### config.mk
export PLATFORM = sky130hd
export DESIGN_NAME = sync_sample_integrator
export DESIGN_NICKNAME = d
export VERILOG_FILES = /design/src/rtl/sync_int_pkg.sv /design/src/rtl/sync_edge_det.sv /design/src/rtl/sync_sample_integrator.sv
export SDC_FILE = /design/constraint.sdc
export NUM_CORES = 1
export LEC_CHECK = 0
export ABC_AREA = 0
export CAP_MARGIN = 20
export CORE_ASPECT_RATIO = 0.6
export CORE_UTILIZATION = 35
export CTS_BUF_LIST = sky130_fd_sc_hd__clkbuf_4 sky130_fd_sc_hd__clkbuf_8
export DETAILED_ROUTE_END_ITERATION = 12
export PLACE_DENSITY = 0.61
export RECOVER_POWER = 50
export SETUP_SLACK_MARGIN = 0.2
export SLEW_MARGIN = 25
export SYNTH_ARGS = -nofsm -noshare
export SYNTH_HDL_FRONTEND = slang
export SYNTH_SLANG_ARGS = --single-unit
export TNS_END_PERCENT = 1
### constraint.sdc
create_clock -name i_clk -period 6 [get_ports i_clk]
set_input_delay 1.2 -clock i_clk [delete_from_list [all_inputs] [get_ports i_clk]]
set_output_delay 1.2 -clock i_clk [all_outputs]
set_load 0.03 [all_outputs]
### src/rtl/sync_int_pkg.sv
// Shared types and defaults for the sync-window sample integrator.
package sync_int_pkg;

  typedef enum logic [1:0] {
    IDLE,
    ARM,
    ACC
  } state_t;

  localparam logic MODE_SYNC  = 1'b0;
  localparam logic MODE_FIXED = 1'b1;

  localparam int DEF_DATA_W      = 24;
  localparam int DEF_ACC_W       = 48;
  localparam int DEF_CNT_W       = 16;
  localparam int DEF_SYNC_STAGES = 2;

endpackage

### src/rtl/sync_edge_det.sv
// Multi-flop synchronizer for an asynchronous strobe, followed by a registered
// rising-edge pulse. Pulse appears STAGES+1 cycles after the pin rises.
module sync_edge_det
  import sync_int_pkg::*;
#(
  parameter int STAGES = DEF_SYNC_STAGES
) (
  input  logic i_clk,
  input  logic i_rst_n,
  input  logic i_async,
  output logic o_pulse
);

  logic [STAGES-1:0] sync_q;
  logic              last_q;

  always_ff @(posedge i_clk or negedge i_rst_n) begin
    if (!i_rst_n) begin
      sync_q  <= '0;
      last_q  <= 1'b0;
      o_pulse <= 1'b0;
    end else begin
      sync_q  <= (sync_q << 1) | STAGES'(i_async);
      last_q  <= sync_q[STAGES-1];
      o_pulse <= sync_q[STAGES-1] & ~last_q;
    end
  end

endmodule

### src/rtl/sync_sample_integrator.sv
// Integrate-and-dump of signed ADC samples over a sync-pin or 2^k window.
// Optional sync watchdog is built when SYNC_WDOG_EN is defined.
module sync_sample_integrator
  import sync_int_pkg::*;
#(
  parameter int DATA_W      = DEF_DATA_W,
  parameter int ACC_W       = DEF_ACC_W,
  parameter int CNT_W       = DEF_CNT_W,
  parameter int SYNC_STAGES = DEF_SYNC_STAGES
) (
  input  logic                     i_clk,
  input  logic                     i_rst_n,
  input  logic signed [DATA_W-1:0] i_data,
  input  logic                     i_valid,
  input  logic                     i_sync,
  input  logic                     i_enable,
  input  logic                     i_mode,
  input  logic [3:0]               i_win_log2,
  input  logic                     i_clr_ovf,
  input  logic [31:0]              i_wdog_lim,
  output logic signed [ACC_W-1:0]  o_sum,
  output logic [CNT_W-1:0]         o_cnt,
  output logic signed [DATA_W-1:0] o_avg,
  output logic [15:0]              o_seq,
  output logic                     o_valid,
  output logic                     o_ovf,
  output logic                     o_busy,
  output logic                     o_sync_lost
);

  state_t                   state;
  logic                     mode_r;
  logic [3:0]               k_r;
  logic signed [ACC_W-1:0]  acc;
  logic [CNT_W-1:0]         cnt;
  logic                     sync_evt;

  logic signed [ACC_W-1:0]  data_ext;
  logic signed [ACC_W-1:0]  sum_next;
  logic [CNT_W-1:0]         cnt_next;
  logic [CNT_W-1:0]         win_max;
  logic                     add_ovf;
  logic                     cnt_full;
  logic                     dump_fire;
  logic signed [ACC_W-1:0]  dump_sum;
  logic [CNT_W-1:0]         dump_cnt;
  logic signed [DATA_W-1:0] dump_avg;
  logic                     ovf_set;

  sync_edge_det #(.STAGES(SYNC_STAGES)) u_sync_edge (
    .i_clk   (i_clk),
    .i_rst_n (i_rst_n),
    .i_async (i_sync),
    .o_pulse (sync_evt)
  );

  assign data_ext = ACC_W'(i_data);
  assign sum_next = acc + data_ext;
  assign add_ovf  = (acc[ACC_W-1] == data_ext[ACC_W-1]) && (sum_next[ACC_W-1] != acc[ACC_W-1]);
  assign cnt_full = &cnt;
  assign cnt_next = cnt_full ? cnt : cnt + CNT_W'(1);
  assign win_max  = CNT_W'((32'd1 << k_r) - 32'd1);
  assign o_busy   = (state != IDLE);

  // NOTE: every output of this block gets a default first, so no latch is inferred.
  always_comb begin
    dump_fire = 1'b0;
    dump_sum  = acc;
    dump_cnt  = cnt;
    dump_avg  = '0;
    ovf_set   = 1'b0;
    if (i_enable && state == ACC) begin
      if (mode_r == MODE_SYNC) begin
        // The closing sync window never includes the coincident sample.
        if (sync_evt) dump_fire = 1'b1;
        else if (i_valid) ovf_set = add_ovf | cnt_full;
      end else if (i_valid) begin
        ovf_set = add_ovf | cnt_full;
        if (cnt == win_max) begin
          dump_fire = 1'b1;
          dump_sum  = sum_next;
          dump_cnt  = cnt_next;
          dump_avg  = DATA_W'(sum_next >>> k_r);
        end
      end
    end
  end

  always_ff @(posedge i_clk or negedge i_rst_n) begin
    if (!i_rst_n) begin
      state   <= IDLE;
      mode_r  <= MODE_SYNC;
      k_r     <= '0;
      acc     <= '0;
      cnt     <= '0;
      o_sum   <= '0;
      o_cnt   <= '0;
      o_avg   <= '0;
      o_seq   <= '0;
      o_valid <= 1'b0;
      o_ovf   <= 1'b0;
    end else begin
      // NOTE: non-blocking assignments take the last write, so the set below beats the clear.
      o_valid <= dump_fire;
      if (i_clr_ovf) o_ovf <= 1'b0;
      if (ovf_set)   o_ovf <= 1'b1;

      if (dump_fire) begin
        o_sum <= dump_sum;
        o_cnt <= dump_cnt;
        o_avg <= dump_avg;
        o_seq <= o_seq + 16'd1;
      end

      if (!i_enable) begin
        state <= IDLE;
        acc   <= '0;
        cnt   <= '0;
      end else begin
        unique case (state)
          IDLE: begin
            acc    <= '0;
            cnt    <= '0;
            mode_r <= i_mode;
            k_r    <= i_win_log2;
            state  <= (i_mode == MODE_FIXED) ? ACC : ARM;
          end
          ARM: begin
            if (sync_evt) begin
              state <= ACC;
              acc   <= i_valid ? data_ext : '0;
              cnt   <= i_valid ? CNT_W'(1) : '0;
            end
          end
          ACC: begin
            if (mode_r == MODE_SYNC && sync_evt) begin
              acc <= i_valid ? data_ext : '0;
              cnt <= i_valid ? CNT_W'(1) : '0;
            end else if (dump_fire) begin
              acc <= '0;
              cnt <= '0;
            end else if (i_valid) begin
              acc <= sum_next;
              cnt <= cnt_next;
            end
          end
          default: state <= IDLE;
        endcase
      end
    end
  end

`ifdef SYNC_WDOG_EN
  logic [31:0] wdog_cnt;
  logic        sync_lost;
  logic        wdog_run;

  assign wdog_run    = i_enable && (state == ARM || (state == ACC && mode_r == MODE_SYNC));
  assign o_sync_lost = sync_lost;

  always_ff @(posedge i_clk or negedge i_rst_n) begin
    if (!i_rst_n) begin
      wdog_cnt  <= '0;
      sync_lost <= 1'b0;
    end else if (!wdog_run || sync_evt) begin
      wdog_cnt  <= '0;
      sync_lost <= 1'b0;
    end else if (!sync_lost && i_wdog_lim != 32'd0) begin
      // Counter freezes once the flag is raised; it only restarts on a sync edge.
      wdog_cnt <= wdog_cnt + 32'd1;
      if (wdog_cnt + 32'd1 == i_wdog_lim) sync_lost <= 1'b1;
    end
  end
`else
  logic unused_wdog;
  assign unused_wdog = ^i_wdog_lim;
  assign o_sync_lost = 1'b0;
`endif

endmodule

=== Word-level counts from Yosys, hierarchy flattened ===
Cells that the tools add are included.

* Add/sub/neg operators: 4
* Equal/unequal tests: 9
* Shift-type cells: 2
* Mux-type cells: 42
* Bitwise gates (word level): 5
* Reductions and logical operators: 10

{| class="wikitable"
|+ Operator list
! operator !! number
|-
| $mux 48 || 10
|-
| $mux 16 || 10
|-
| $pmux 48 s3 || 1
|-
| $mux 24 || 4
|-
| $add 48x24->48 || 1
|-
| $pmux 16 s3 || 1
|-
| $sshr 48x4->24 || 1
|-
| $add 16x1->16 const B || 2
|-
| $eq 16x16->1 || 1
|-
| $reduce_and 16->1 || 1
|-
| $shl 1x4->16 const A || 1
|-
| $sub 16x1->16 const B || 1
|-
| $mux 1 || 12
|-
| $mux 2 || 3
|-
| $pmux 2 s3 || 1
|-
| $ne 5x4->1 const B || 1
|-
| $ne 4x1->1 const B || 1
|-
| $reduce_and 2->1 || 2
|-
| $reduce_bool 2->1 || 2
|-
| $logic_and 1x1->1 || 3
|-
| $ne 3x2->1 const B || 1
|-
| $reduce_and 3->1 || 1
|-
| $eq 2x1->1 const B || 1
|-
| $eq 2x2->1 const B || 1
|-
| other kinds (8) || 9
|}

* Register bits: 181
* Bits of input ports: 67
* Output and inout port bits: 108
* Logic and storage cells: 86

=== Depth between registers and ports, before layout ===
Gate-level depths: netlist (run 1).

* Word-level depth: 11
* Depth in mapped cells: 22
* Depth with buffers taken out: 15

=== Cells and area by module ===
Synthesis (run 1) repeated with hierarchy kept, for this count alone.

* Cell total of the unflattened synthesis: 1674
* Area total of the unflattened synthesis: 13799.5 µm²

{| class="wikitable"
|+ Modules (own cells, without submodules)
! module !! times used !! cells each !! area an instance (µm²) !! seq. area each (µm²)
|-
| sync_sample_integrator || 1 || 1669 || 13685.6 || 4429.2
|-
| sync_edge_det || 1 || 5 || 113.9 || 100.1
|}

=== Least setup slack after synthesis (run 1) ===
OpenSTA, ideal clock, no wires.

* Kind: register to register
* From: register k_r[0]
* To: register o_avg[9]
* Library setup time: 0.120 ns
* Data arrival time: 4.206 ns
* Required time: 5.880 ns
* Setup slack: 1.674 ns
* Stages on the path, launching flop included: 19
* Buffers on the path: 9
* Period minus slack after synthesis: 4.326 ns
* Cells stage by stage: dfrtp_1 buf_2 buf_2 clkbuf_1 clkbuf_1 clkbuf_1 nand3_1 ha_1 buf_2 buf_2 nor2b_1 a2111oi_2 o2111ai_1 nor3_1 nand4_1 or2_2 buf_2 clkbuf_1 a31o_2

* Cells in the longest elaborated chain, start to end: 7
* Elaborated cells between the ends (all ways): 12
* Classes of those cells: add/sub (1); eq/ne (1); shift (2); mux (8)

{| class="wikitable"
|+ RTL lines
! element !! RTL line !! source
|-
| from (decl) || sync_sample_integrator.sv:33 || <nowiki>logic [3:0] k_r;</nowiki>
|-
| from (signal assigned) || sync_sample_integrator.sv:125 || <nowiki>k_r <= i_win_log2;</nowiki>
|-
| $shl 1x4->16 || sync_sample_integrator.sv:62 || <nowiki>assign win_max = CNT_W'((32'd1 << k_r) - 32'd1);</nowiki>
|-
| $sub 16x1->16 || sync_sample_integrator.sv:62 ||
|-
| $eq 16x16->1 || sync_sample_integrator.sv:79 || <nowiki>if (cnt == win_max) begin</nowiki>
|-
| $mux 24 / $mux 1 (equally long branches) || sync_sample_integrator.sv:79 ||
|-
| $mux 24 / $mux 1 (equally long branches) || sync_sample_integrator.sv:77 || <nowiki>end else if (i_valid) begin</nowiki>
|-
| $mux 24 / $mux 1 (equally long branches) || sync_sample_integrator.sv:73 || <nowiki>if (mode_r == MODE_SYNC) begin</nowiki>
|-
| $mux 24 / $mux 1 (equally long branches) || sync_sample_integrator.sv:72 || <nowiki>if (i_enable && state == ACC) begin</nowiki>
|-
| to (signal assigned) || sync_sample_integrator.sv:111 || <nowiki>o_avg <= dump_avg;</nowiki>
|-
| to (decl) || sync_sample_integrator.sv:23 || <nowiki>output logic signed [DATA_W-1:0] o_avg,</nowiki>
|}

Several ways; a longest one is shown, not always the timed one.
A chain may end at the register's enable or synchronous reset.

=== Worst setup path in the final report (run 1) ===
* From: input i_data[0]
* To: register o_avg[19]

* Cells in the longest elaborated chain, start to end: 6

{| class="wikitable"
|+ RTL lines
! element !! RTL line !! source
|-
| from (decl) || sync_sample_integrator.sv:13 || <nowiki>input logic signed [DATA_W-1:0] i_data,</nowiki>
|-
| $add 48x24->48 || sync_sample_integrator.sv:58 || <nowiki>assign sum_next = acc + data_ext;</nowiki>
|-
| $sshr 48x4->24 || sync_sample_integrator.sv:83 || <nowiki>dump_avg = DATA_W'(sum_next >>> k_r);</nowiki>
|-
| $mux 24 || sync_sample_integrator.sv:79 ||
|-
| $mux 24 || sync_sample_integrator.sv:77 ||
|-
| $mux 24 || sync_sample_integrator.sv:73 ||
|-
| $mux 24 || sync_sample_integrator.sv:72 ||
|}

Every way passes these cells.

==> metrics.md, run 1 <==
| Metric | Value |
|---|---|
| Setup TNS | `0 ps` |
| Post-CTS sizing | `0` |
| Initial DRC count | `1,734` |
| Number of synthesized register bits | `181` |
| Die area | `41,900 sq um` |
| Multi-input logic area | `9170 sq um` |
| Most used cell, CP | `mux2i_1` |
| Remaining antenna violation count | `0` |
| Gr usage total | `24.9%` |
| YS warnings | `0` |
| # setup viols final | `0` |
| Reg-to-Reg End | `o_avg[15]$_DFFE_PN0P_` |
| Largest delay share family, worst path | `compound AO/OA/AOI/OAI gates` |
| CTS tree | `built` |
| Min-delay src | `u_sync_edge.sync_q[0]$_DFF_PN0_` |
| Seq/Total Area, Yosys | `31.5%` |
| Register area | `4530 sq um` |
| Total gr overflow | `0` |
| Pwr dens | `325 nW/um^2` |
| Delay of the slowest cell on the worst path | `560 ps` |
| Vias in the first global route | `13,500` |
| Root buf cell | `clkbuf_8` |
| R2R Path Start | `k_r[0]$_DFFE_PN0P_` |
| Die Span X | `264 um` |
| Status | `finished, violations left` |
| Max clock buf depth | `2` |
| Inst Count DP | `2,336` |
| RSZ-0062 raised after global routing | `no` |
| GPL Wtd Cong | `0.946` |
| Initial core utilization | `35.5%` |
| WHS Path Cells | `0` |
| Worst setup EP type | `flop` |
| Fin area | `16,600 sq um` |
| Fin crit share | `83.4%` |
| Post-CTS Hold Buffers | `0` |
| Port Buffers | `141` |
| Via count | `14,700` |
| Ys flop type | `dfrtp_1` |
| Crit path DAT | `5460 ps` |
| Leakage | `7.04 nW` |
| Max Cap Violations | `1` |
| Startpoint class of the critical path | `primary input` |
| Violated checks | `capacitance limit, slew limit` |
| Largest net degree at the start of global routing | `74` |
| CP Class | `in2reg` |
| Type of the most critical hold path | `reg2reg` |
| Routed len/inst | `22.2 um` |
| Mapped Nets | `1,884` |
| Largest fanout on the critical path | `6` |
| Mapped cell area | `14,400 sq um` |
| Max Slew Vio Count | `64` |
| Initial antenna violation count | `0` |
| Worst skew pair latency | `510 ps` |
| Placeable Area | `40,500 sq um` |
| Setup bufs post-CTS | `0` |
| Routed Wire Length | `52,600 um` |
| Buf+Inv Stages, Crit Path | `2` |
| VDD IR max | `186 uV` |
| Hold Path End | `u_sync_edge.sync_q[1]$_DFF_PN0_` |
| Routed vias/inst | `6.22` |
| Setup slack, reg-to-reg | `1010 ps` |
| Area Overhead vs Synth | `15.8%` |
| I/O pin count | `175` |
| DR pass1 iterations | `5` |
| Fin nets | `1,945` |
| Syn Inst Count | `1,763` |
| Cell row count | `57` |
| Tightest Pin Transition | `3570 ps` |
| Total CTS buffers | `17` |
| Post-synth EDFFs | `0` |
| DP Area | `16,200 sq um` |
| First-pass GRT wire length | `82,100 um` |
| DRC | `0` |
| Critical Path, Cell by Cell | `clkdlybuf4s50_1 -> ha_1 -> fa_1 -> a211oi_1 -> o21ai_1 -> a211oi_2 -> buf_4 -> o21ai_2 -> xor2_1 -> mux2i_1 -> a222oi_1 -> mux2i_1 -> a2111oi_0 -> a21bo_1` |
| Yosys cell types | `101` |
| Die height | `159 um` |
| Fillers | `4,109` |
| Fmax achieved | `200 MHz` |
| Asr flop ratio synth | `100%` |
| Fin crit period | `5000 ps` |
| Final-report hold violation count | `0` |
| Total clock sinks | `181` |
| Slowest-stage cell, CP | `a2111oi_0` |
| Final Non-Filler Cells | `2,368` |
| Total power | `0.00541 W` |
| Layout cell share with drive strength beyond 1 | `8.44%` |
| WP data required | `6450 ps` |
| Worst Reg-to-Reg Cells | `12` |
| Diodes inserted | `0` |
| Clock Pin Slew Worst Setup and Hold Paths | `110 ps` |
| Half-perimeter wire length after detailed placement | `38,300 um` |
| Syn_area_per_cell | `8.16 sq um` |
| Worst slew margin | `-138%` |
| H-Tree Depth | `4` |
| Clk_skew | `12.4 ps` |
-- power by group --
| part | internal, W | total, W | switching, W |
|---|---|---|---|
| Combinational | 0.00104 | 0.00284 | 0.00180 |
| Sequential | 0.00145 | 0.00161 | 0.000163 |
| Clock | 0.000434 | 0.000958 | 0.000523 |
| Total | 0.00293 | 0.00541 | 0.00249 |
-- worst max-delay path by stage --
| stage | start | endpoint | slack (ps) | depth (start not counted) |
|---|---|---|---|---|
| 2_1_floorplan | k_r[0]$_DFFE_PN0P_ | o_avg[9]$_DFFE_PN0P_ | 1670 | 18 |
| 3_3_place_gp | i_data[23] | o_avg[22]$_DFFE_PN0P_ | 700 | 12 |
| 3_5_place_dp | i_data[0] | o_avg[19]$_DFFE_PN0P_ | 610 | 14 |
| 4_1_cts | i_data[0] | o_avg[19]$_DFFE_PN0P_ | 1150 | 14 |
| 5_1_grt | k_r[0]$_DFFE_PN0P_ | o_avg[20]$_DFFE_PN0P_ | 840 | 12 |
| 6_report | i_data[0] | o_avg[19]$_DFFE_PN0P_ | 1000 | 14 |
-- synthesized netlist by cell type (all sizes together), types with 5 or more instances --
cell type,count,share of area [%]
a2111oi,8,0.53
a211o,10,0.61
a211oi,26,1.5
a21o,37,1.9
a21oi,140,4.9
a221o,7,0.49
a221oi,6,0.45
a22o,17,1.0
a22oi,6,0.31
a2bb2oi,6,0.41
a31o,5,0.37
a31oi,17,0.74
a32oi,25,1.5
and2,20,0.89
and3,26,1.1
buf,52,1.8
clkbuf,89,2.3
dfrtp,181,31
ha,53,4.6
inv,30,0.78
mux2,19,1.5
mux2i,36,2.5
mux4,8,1.3
nand2,162,4.2
nand2b,15,0.65
nand3,88,3.1
nand4,24,1.0
nor2,149,3.9
nor2b,15,0.65
nor3,33,1.2
nor4,10,0.73
nor4b,5,0.30
o2111ai,6,0.37
o211a,5,0.35
o211ai,13,0.71
o21a,17,0.89
o21ai,163,5.7
o22a,5,0.30
o22ai,45,2.0
o31ai,38,2.1
or2,5,0.22
or3,17,0.77
xnor2,33,2.1
xor2,20,1.3
-- metrics by stage --
stage | setup WS, ps | util, % | hold WS (ps)
floorplan | 1670 | - | 331
global placement | 699 | 40.1 | 336
detailed placement | 610 | 40.1 | 343
CTS | 1150 | 41.1 | 368
global route | 843 | 41.1 | 373
finish | 997 | 41.1 | 362
-- placed cells by master, fill, tap and decap left out, types with 18 or more instances in the layout --
| master | n |
|---|---|
| a211oi_1 | 23 |
| a21o_1 | 37 |
| a21oi_1 | 140 |
| a32oi_1 | 25 |
| and2_1 | 19 |
| and3_1 | 26 |
| buf_4 | 40 |
| clkbuf_8 | 18 |
| clkdlybuf4s50_1 | 95 |
| dfrtp_1 | 180 |
| dlygate4sd3_1 | 44 |
| ha_1 | 53 |
| inv_1 | 29 |
| mux2_2 | 19 |
| mux2i_1 | 36 |
| nand2_1 | 161 |
| nand3_1 | 87 |
| nand4_1 | 24 |
| nor2_1 | 146 |
| nor3_1 | 32 |
| o21ai_0 | 151 |
| o22ai_1 | 45 |
| o31ai_1 | 36 |
| xnor2_1 | 32 |
| xor2_1 | 19 |
-- kinds of logic after synthesis --
kind of cell	count (synthesis)	synth area share [%]
compound gates	646	30.0
simple gates	592	20.2
flops	181	31.5
buf+inv	172	4.91
mux	63	5.25
fa+ha+maj	55	4.82
xor+xnor	53	3.33
other cells	1	0.0261
-- registers in the layout, indices dropped and copies added, names as in the netlist --
register and cells:
acc 48, o_seq 16, u_sync_edge.sync_q 2, k_r 4, o_valid 1, mode_r 1, state 2, o_ovf 1
o_cnt 16, cnt 16, u_sync_edge.o_pulse 1, o_sum 48, o_avg 24, u_sync_edge.last_q 1
-- layout make-up --
cell class	count	area share, %
inverters	31	0.699
multi-input cells	1410	55.1
clock inverters	13	1.01
flip-flops and latches	181	27.2
repair buffers	183	10.5
clock buffers	19	1.53
well taps	531	3.99
-- layer usage --
layer  GRT usage, %  wire, um  up-vias
met3           5.51      4970       39
met1           40.2     26600     7268
li1               -         -     6743
met4           3.91       407        0
met5              0         0        -
met2           33.4     20600      683
Power figures use the tool's default switching activity.
==> run 2, diff against run 1 <==
==> constraint.sdc (replaced) <==
create_clock -name i_clk -period 4.9 [get_ports i_clk]
set_input_delay 0.98 -clock i_clk [delete_from_list [all_inputs] [get_ports i_clk]]
set_output_delay 0.98 -clock i_clk [all_outputs]
set_load 0.03 [all_outputs]
==> run 2 against run 1 <==
Compared with the run above:
- critical path type unchanged
- hold slack lost 3.6 ps
- clock-buffer cell count is 3 higher
- the run still ends with capacitance limit, slew limit left
- utilization grew 1.2 points
- clock power grew 12%
- critical path depth up 1
- sequential share of layout area shrank 0.77 points
- highest routed layer unchanged
- clock skew is 8.7 ps higher
- largest power group unchanged
- die area unchanged
- global-route usage rose by 1.1 points
- cell count increased by 3.0%
- power increased by 23%
- non-clock buffer count rose by 70
==> metrics.md, run 2 (synthesis results as in run 1) <==
| Metric | Value |
|---|---|
| Status | `finished, violations left` |
| Violated checks | `capacitance limit, slew limit` |
| Final Non-Filler Cells | `2,438` |
| Vias in the first global route | `14,100` |
| Final-report hold violation count | `0` |
| Initial antenna violation count | `0` |
| Diodes inserted | `0` |
| Die height | `159 um` |
| Fin crit share | `93.1%` |
| Routed len/inst | `22.3 um` |
| Post-CTS Hold Buffers | `0` |
| Total clock sinks | `181` |
| Routed vias/inst | `6.14` |
| Worst skew pair latency | `530 ps` |
| First-pass GRT wire length | `85,300 um` |
| H-Tree Depth | `4` |
| Fin crit period | `4560 ps` |
| Max clock buf depth | `2` |
| WP data required | `5370 ps` |
| RSZ-0062 raised after global routing | `yes` |
| Pwr dens | `390 nW/um^2` |
| Fmax achieved | `219 MHz` |
| Post-layout util | `42.3%` |
| GPL Wtd Cong | `0.960` |
| Largest net degree at the start of global routing | `86` |
| DRC | `0` |
| Startpoint class of the critical path | `primary input` |
| Root buf cell | `clkbuf_8` |
| Largest fanout on the critical path | `8` |
| Port Buffers | `141` |
| Most frequent cells in the layout | `dfrtp_1 (180), nand2_1 (161), o21ai_0 (151)` |
| Total gr overflow | `0` |
| Most common cell after layout, fill and taps aside | `dfrtp_1` |
| Tightest Pin Transition | `2340 ps` |
| DR pass1 iterations | `5` |
| # setup viols final | `0` |
| VDD IR max | `265 uV` |
| I/O pin count | `175` |
| Type of the most critical hold path | `reg2reg` |
| Die area | `41,900 sq um` |
| Die Span X | `264 um` |
| CP Class | `in2reg` |
| Leakage | `7.33 nW` |
| Half-perimeter wire length after detailed placement | `40,100 um` |
| Layout cell share with drive strength beyond 1 | `11.7%` |
| Clock Pin Slew Worst Setup and Hold Paths | `100 ps` |
| Worst setup EP type | `flop` |
| Top Registers | `acc (48), o_sum (48), o_avg (24)` |
| Remaining antenna violation count | `0` |
| Placeable Area | `40,500 sq um` |
| Area Overhead vs Synth | `19.1%` |
| Worst slew margin | `-56.1%` |
| Max Cap Violations | `5` |
| Max Slew Vio Count | `218` |
| Routed Wire Length | `54,400 um` |
| Inst Count DP | `2,406` |
| Via count | `15,000` |
| Gr usage total | `26.0%` |
| Crit path DAT | `5030 ps` |
| Initial core utilization | `35.5%` |
| Fin nets | `2,015` |
| Clk_skew | `21.1 ps` |
| Initial DRC count | `1,678` |
| Total CTS buffers | `17` |
| Cell row count | `57` |
| CTS tree | `built` |
[run 2: cell count changes in the layout (fill, tap and decap cells not counted), sizes merged]
cell | before | now
bufinv | 3 | 1
buf | 43 | 109
clkinvlp | 1 | 2
clkinv | 5 | 6
inv | 35 | 32
clkbuf | 20 | 27
[run 2: layer usage]
metal | vias up | GRT usage (%) | routed length (um)
met5 | - | 0 | 0
met4 | 0 | 4.68 | 655
met3 | 51 | 5.75 | 5000
met2 | 702 | 35.2 | 21500
met1 | 7304 | 41.6 | 27200
li1 | 6902 | - | -
[run 2: report_power, final]
part	switching, W	internal [W]	total [W]	leakage, nW
Clock	0.000621	0.000449	0.00107	0.194
Sequential	0.000188	0.00178	0.00197	2.41
Combinational	0.00229	0.00136	0.00365	4.73
[run 2: critical path: stages]
cell             delay (ps)
clkdlybuf4s50_1         460
ha_1                    470
nand4_1                 240
nor4_4                  360
a211oi_2                110
buf_4                   180
o41ai_1                 590
nor3b_1                 140
buf_4                   170
xnor2_2                 190
mux2_2                  220
o221ai_1                110
a2111oi_0               530
buf_4                   190
a21o_1                   70
[run 2: stage by stage]
| stage | hold WS (ps) | worst slack [ps] | total power (W) | TNS [ps] | instance area (sq um) |
|---|---|---|---|---|---|
| after floorplan | 331 | 574 | 0.00425 | 0 | 14400 |
| after global placement | 336 | -162 | 0.00559 | -194 | 16800 |
| after detailed placement | 338 | -146 | 0.00563 | -214 | 16800 |
| after CTS | 364 | 399 | 0.00672 | 0 | 17100 |
| after global routing | 365 | 193 | 0.00706 | 0 | 17100 |
| final | 358 | 339 | 0.00668 | 0 | 17100 |
[run 2: worst paths after layout]
| kind | startpoint | end | slack, ps | cells after the start |
|---|---|---|---|---|
| max in group asynchronous | i_rst_n | o_sum[46]$_DFFE_PN0P_ | 1010 | 2 |
| min in group asynchronous | i_rst_n | acc[27]$_DFFE_PN0P_ | 1160 | 1 |
| worst min register to register | u_sync_edge.sync_q[0]$_DFF_PN0_ | u_sync_edge.sync_q[1]$_DFF_PN0_ | 360 | 0 |
| worst max register to register | k_r[1]$_DFFE_PN0P_ | acc[31]$_DFFE_PN0P_ | 450 | 14 |
| worst max-delay path | i_data[9] | o_avg[22]$_DFFE_PN0P_ | 340 | 15 |
| worst min-delay path | u_sync_edge.sync_q[0]$_DFF_PN0_ | u_sync_edge.sync_q[1]$_DFF_PN0_ | 360 | 0 |
[run 2: timing repair]
item,in CTS,in global routing
hold endpoints to repair,0,0
endpoints found under the setup margin,0,2
setup buffers,0,0
resized for setup,0,1
[run 2: area by class of cell]
| type | count | area (sq um) |
|---|---|---|
| Tap cell | 531 | 664 |
| Clock buffer | 22 | 284 |
| Multi-Input combinational cell | 1410 | 9190 |
| Timing Repair Buffer | 253 | 2250 |
| Fill cell | 4072 | 23400 |
| Inverter | 31 | 116 |
| Sequential cell | 181 | 4530 |
| Clock inverter | 10 | 98.8 |
==> run 3, diff against run 2 <==
--- a/config.mk
+++ b/config.mk
@@ -11,6 +11,7 @@
 export CORE_UTILIZATION = 35
 export CTS_BUF_LIST = sky130_fd_sc_hd__clkbuf_4 sky130_fd_sc_hd__clkbuf_8
 export DETAILED_ROUTE_END_ITERATION = 12
+export GPL_ROUTABILITY_DRIVEN = 0
 export PLACE_DENSITY = 0.61
 export RECOVER_POWER = 50
 export SETUP_SLACK_MARGIN = 0.2
==> run 3 against run 2 <==
Compared with the run above:
- the flow still finishes with violations (capacitance limit, slew limit)
- worst setup slack lost 110 ps
- maximum frequency shrank 2.3%
- routed wire length shrank 4.7%
- global-route usage shrank 1.5 points
- die area is the same
- largest cell class unchanged
- highest routed layer unchanged
- register-to-register slack lost 140 ps
- cell area shrank 0.24%
==> metrics.md, run 3 (synthesis results as in run 1) <==
| Metric | Value |
|---|---|
| Status | `finished, violations left` |
| Violated checks | `capacitance limit, slew limit` |
| Max clock buf depth | `2` |
| Initial DRC count | `2,029` |
| R2R Path Start | `k_r[1]$_DFFE_PN0P_` |
| Vias in the first global route | `13,800` |
| Largest net degree at the start of global routing | `99` |
| Crit path DAT | `5120 ps` |
| Fin nets | `2,003` |
| CTS tree | `built` |
| Met2 usage in global routing | `32.6%` |
| Largest delay share family, worst path | `compound AO/OA/AOI/OAI gates` |
| Max Cap Violations | `2` |
| Most frequent cells in the layout | `dfrtp_1 (180), nand2_1 (161), o21ai_0 (151)` |
| Die area | `41,900 sq um` |
| Clk_skew | `23.3 ps` |
| Layout cell share with drive strength beyond 1 | `11.3%` |
| Root buf cell | `clkbuf_8` |
| Top Registers | `acc (48), o_sum (48), o_avg (24)` |
| H-Tree Depth | `4` |
| Worst Reg-to-Reg Cells | `13` |
| Final-report hold violation count | `0` |
| Via count | `15,000` |
| Gr usage total | `24.5%` |
| Buf+Inv Stages, Crit Path | `2` |
| Max Slew Vio Count | `113` |
| Total clock sinks | `181` |
| Diodes inserted | `0` |
| DRC | `0` |
| WHS Path Cells | `0` |
| Fin crit share | `95.2%` |
| Initial core utilization | `35.5%` |
| Met3 Resource Use GR | `6.14%` |
| Area Overhead vs Synth | `18.8%` |
| Flop pwr share | `29.8%` |
| Delay of the slowest cell on the worst path | `710 ps` |
| Hold Path End | `u_sync_edge.sync_q[1]$_DFF_PN0_` |
| Setup slack, reg-to-reg | `310 ps` |
| Fillers | `4,047` |
| Power share of the clock group | `16.3%` |
| Cell row count | `57` |
| Initial antenna violation count | `1` |
| Most common cell after layout, fill and taps aside | `dfrtp_1` |
| Worst slew margin | `-48.9%` |
| Type of the most critical hold path | `reg2reg` |
| Remaining antenna violation count | `0` |
| Combinational power share | `53.9%` |
| Placeable Area | `40,500 sq um` |
| Switch Pwr | `0.00311 W` |
| Tightest Pin Transition | `2230 ps` |
| Most used cell, CP | `o21ai_0` |
| VDD IR max | `214 uV` |
| Routed Wire Length | `51,900 um` |
| Register area | `4530 sq um` |
| CP Class | `in2reg` |
| Reg-to-Reg End | `o_avg[20]$_DFFE_PN0P_` |
| Routed len/inst | `21.4 um` |
| Hold Slack | `367 ps` |
| Die Span X | `264 um` |
| Fmax achieved | `214 MHz` |
| Critical Path, Cell by Cell | `clkdlybuf4s50_1 -> ha_1 -> and2_1 -> o21ai_0 -> o21ai_0 -> nor4_2 -> a22o_1 -> xor2_1 -> mux2_2 -> a2111oi_1 -> buf_4 -> o2111ai_1 -> o21ai_0` |
| Leakage | `7.29 nW` |
| Die height | `159 um` |
| Sw Share | `47.0%` |
| Fin crit period | `4670 ps` |
| I/O pin count | `175` |
| Total gr overflow | `0` |
| Min-delay src | `u_sync_edge.sync_q[0]$_DFF_PN0_` |
| Half-perimeter wire length after detailed placement | `37,900 um` |
| Slowest-stage cell, CP | `a2111oi_1` |
| # setup viols final | `0` |
| Pwr dens | `387 nW/um^2` |
| RSZ-0062 raised after global routing | `yes` |
| Largest fanout on the critical path | `8` |
| Worst skew pair latency | `530 ps` |
| Global-route layer with the greatest usage | `met1` |
| Internal Power | `0.00351 W` |
| Clock Pin Slew Worst Setup and Hold Paths | `120 ps` |
| WP data required | `5350 ps` |
| Setup TNS | `0 ps` |
| DR pass1 iterations | `6` |
| Post-CTS Hold Buffers | `0` |
| Met1 Track Usage GR | `38.4%` |
| Routed vias/inst | `6.19` |
| Total CTS buffers | `17` |
| Startpoint class of the critical path | `primary input` |
| Worst setup EP type | `flop` |
| First-pass GRT wire length | `81,400 um` |
| Multi-input logic area | `9190 sq um` |
| Port Buffers | `141` |
-- run 3: cell types whose count changed in the layout (fill, tap and decap cells not counted), moves of 2 or more --
cell | before | now
clkbuf_8 | 19 | 17
clkbuf_4 | 3 | 1
clkinv_8 | 0 | 2
clkbuf_1 | 4 | 1
clkinv_2 | 2 | 0
inv_6 | 2 | 4
buf_4 | 106 | 95
a2111oi_0 | 7 | 5
inv_8 | 0 | 5
-- run 3: power groups by stage --
stage / Combinational [W] / Sequential (W) / Clock [W]
global route: 0.00382 / 0.00202 / 0.00116
floorplan: 0.00180 / 0.00245 / 0
finish: 0.00356 / 0.00197 / 0.00108
CTS: 0.00354 / 0.00198 / 0.00110
global placement: 0.00349 / 0.00201 / 0
detailed placement: 0.00353 / 0.00201 / 0
-- run 3: worst max path at each step --
stage / startpoint / to / slack (ps) / depth (start not counted)
after CTS: i_data[4] / o_avg[15]$_DFFE_PN0P_ / 210 / 13
after global routing: k_r[0]$_DFFE_PN0P_ / o_avg[20]$_DFFE_PN0P_ / 130 / 13
final: i_data[17] / o_avg[20]$_DFFE_PN0P_ / 230 / 13
after floorplan: k_r[0]$_DFFE_PN0P_ / o_avg[9]$_DFFE_PN0P_ / 570 / 18
after detailed placement: i_data[4] / o_avg[15]$_DFFE_PN0P_ / -340 / 13
after global placement: i_data[4] / o_avg[15]$_DFFE_PN0P_ / -350 / 13
-- run 3: layout make-up --
cell class | count | area share, %
Tap cell | 531 | 3.89
Inverter | 31 | 0.681
Multi-Input combinational cell | 1410 | 53.8
Clock inverter | 15 | 0.922
Sequential cell | 181 | 26.5
Clock buffer | 17 | 1.37
Timing Repair Buffer | 241 | 12.8
-- run 3: metal layers --
layer  part of all wire (%)  wire length (um)  vias to the layer above
li1                       -                 -                     6874
met1                     48             24900                     7296
met2                     39             20400                      770
met3                     11              5590                       74
met4                    1.8               944                        0
met5                      0                 0                        -
-- run 3: worst reg2reg max path: cells and delay by family (launching register included) --
kind	cells	cell delay (ps)
xor+xnor	1	140
buf+inv	1	220
simple gates	5	1920
flops	1	420
compound gates	5	1510
fa+ha+maj	1	310
-- run 3: stage by stage --
step | std cells | util (%) | power (W) | instance area, sq um | setup WS (ps)
after floorplan | 1763 | - | 0.00425 | 14400 | 574
after global placement | 2393 | 41.2 | 0.00550 | 16700 | -352
after detailed placement | 2393 | 41.2 | 0.00554 | 16700 | -341
after CTS | 2425 | 42.1 | 0.00663 | 17100 | 210
after global routing | 2426 | 42.2 | 0.00699 | 17100 | 132
final | 2426 | 42.2 | 0.00661 | 17100 | 233
-- run 3: timing repair --
action                     4_1_cts  5_1_grt
gates resized for setup          0        5
buffers inserted                 0        0
setup endpoints to repair        0        3
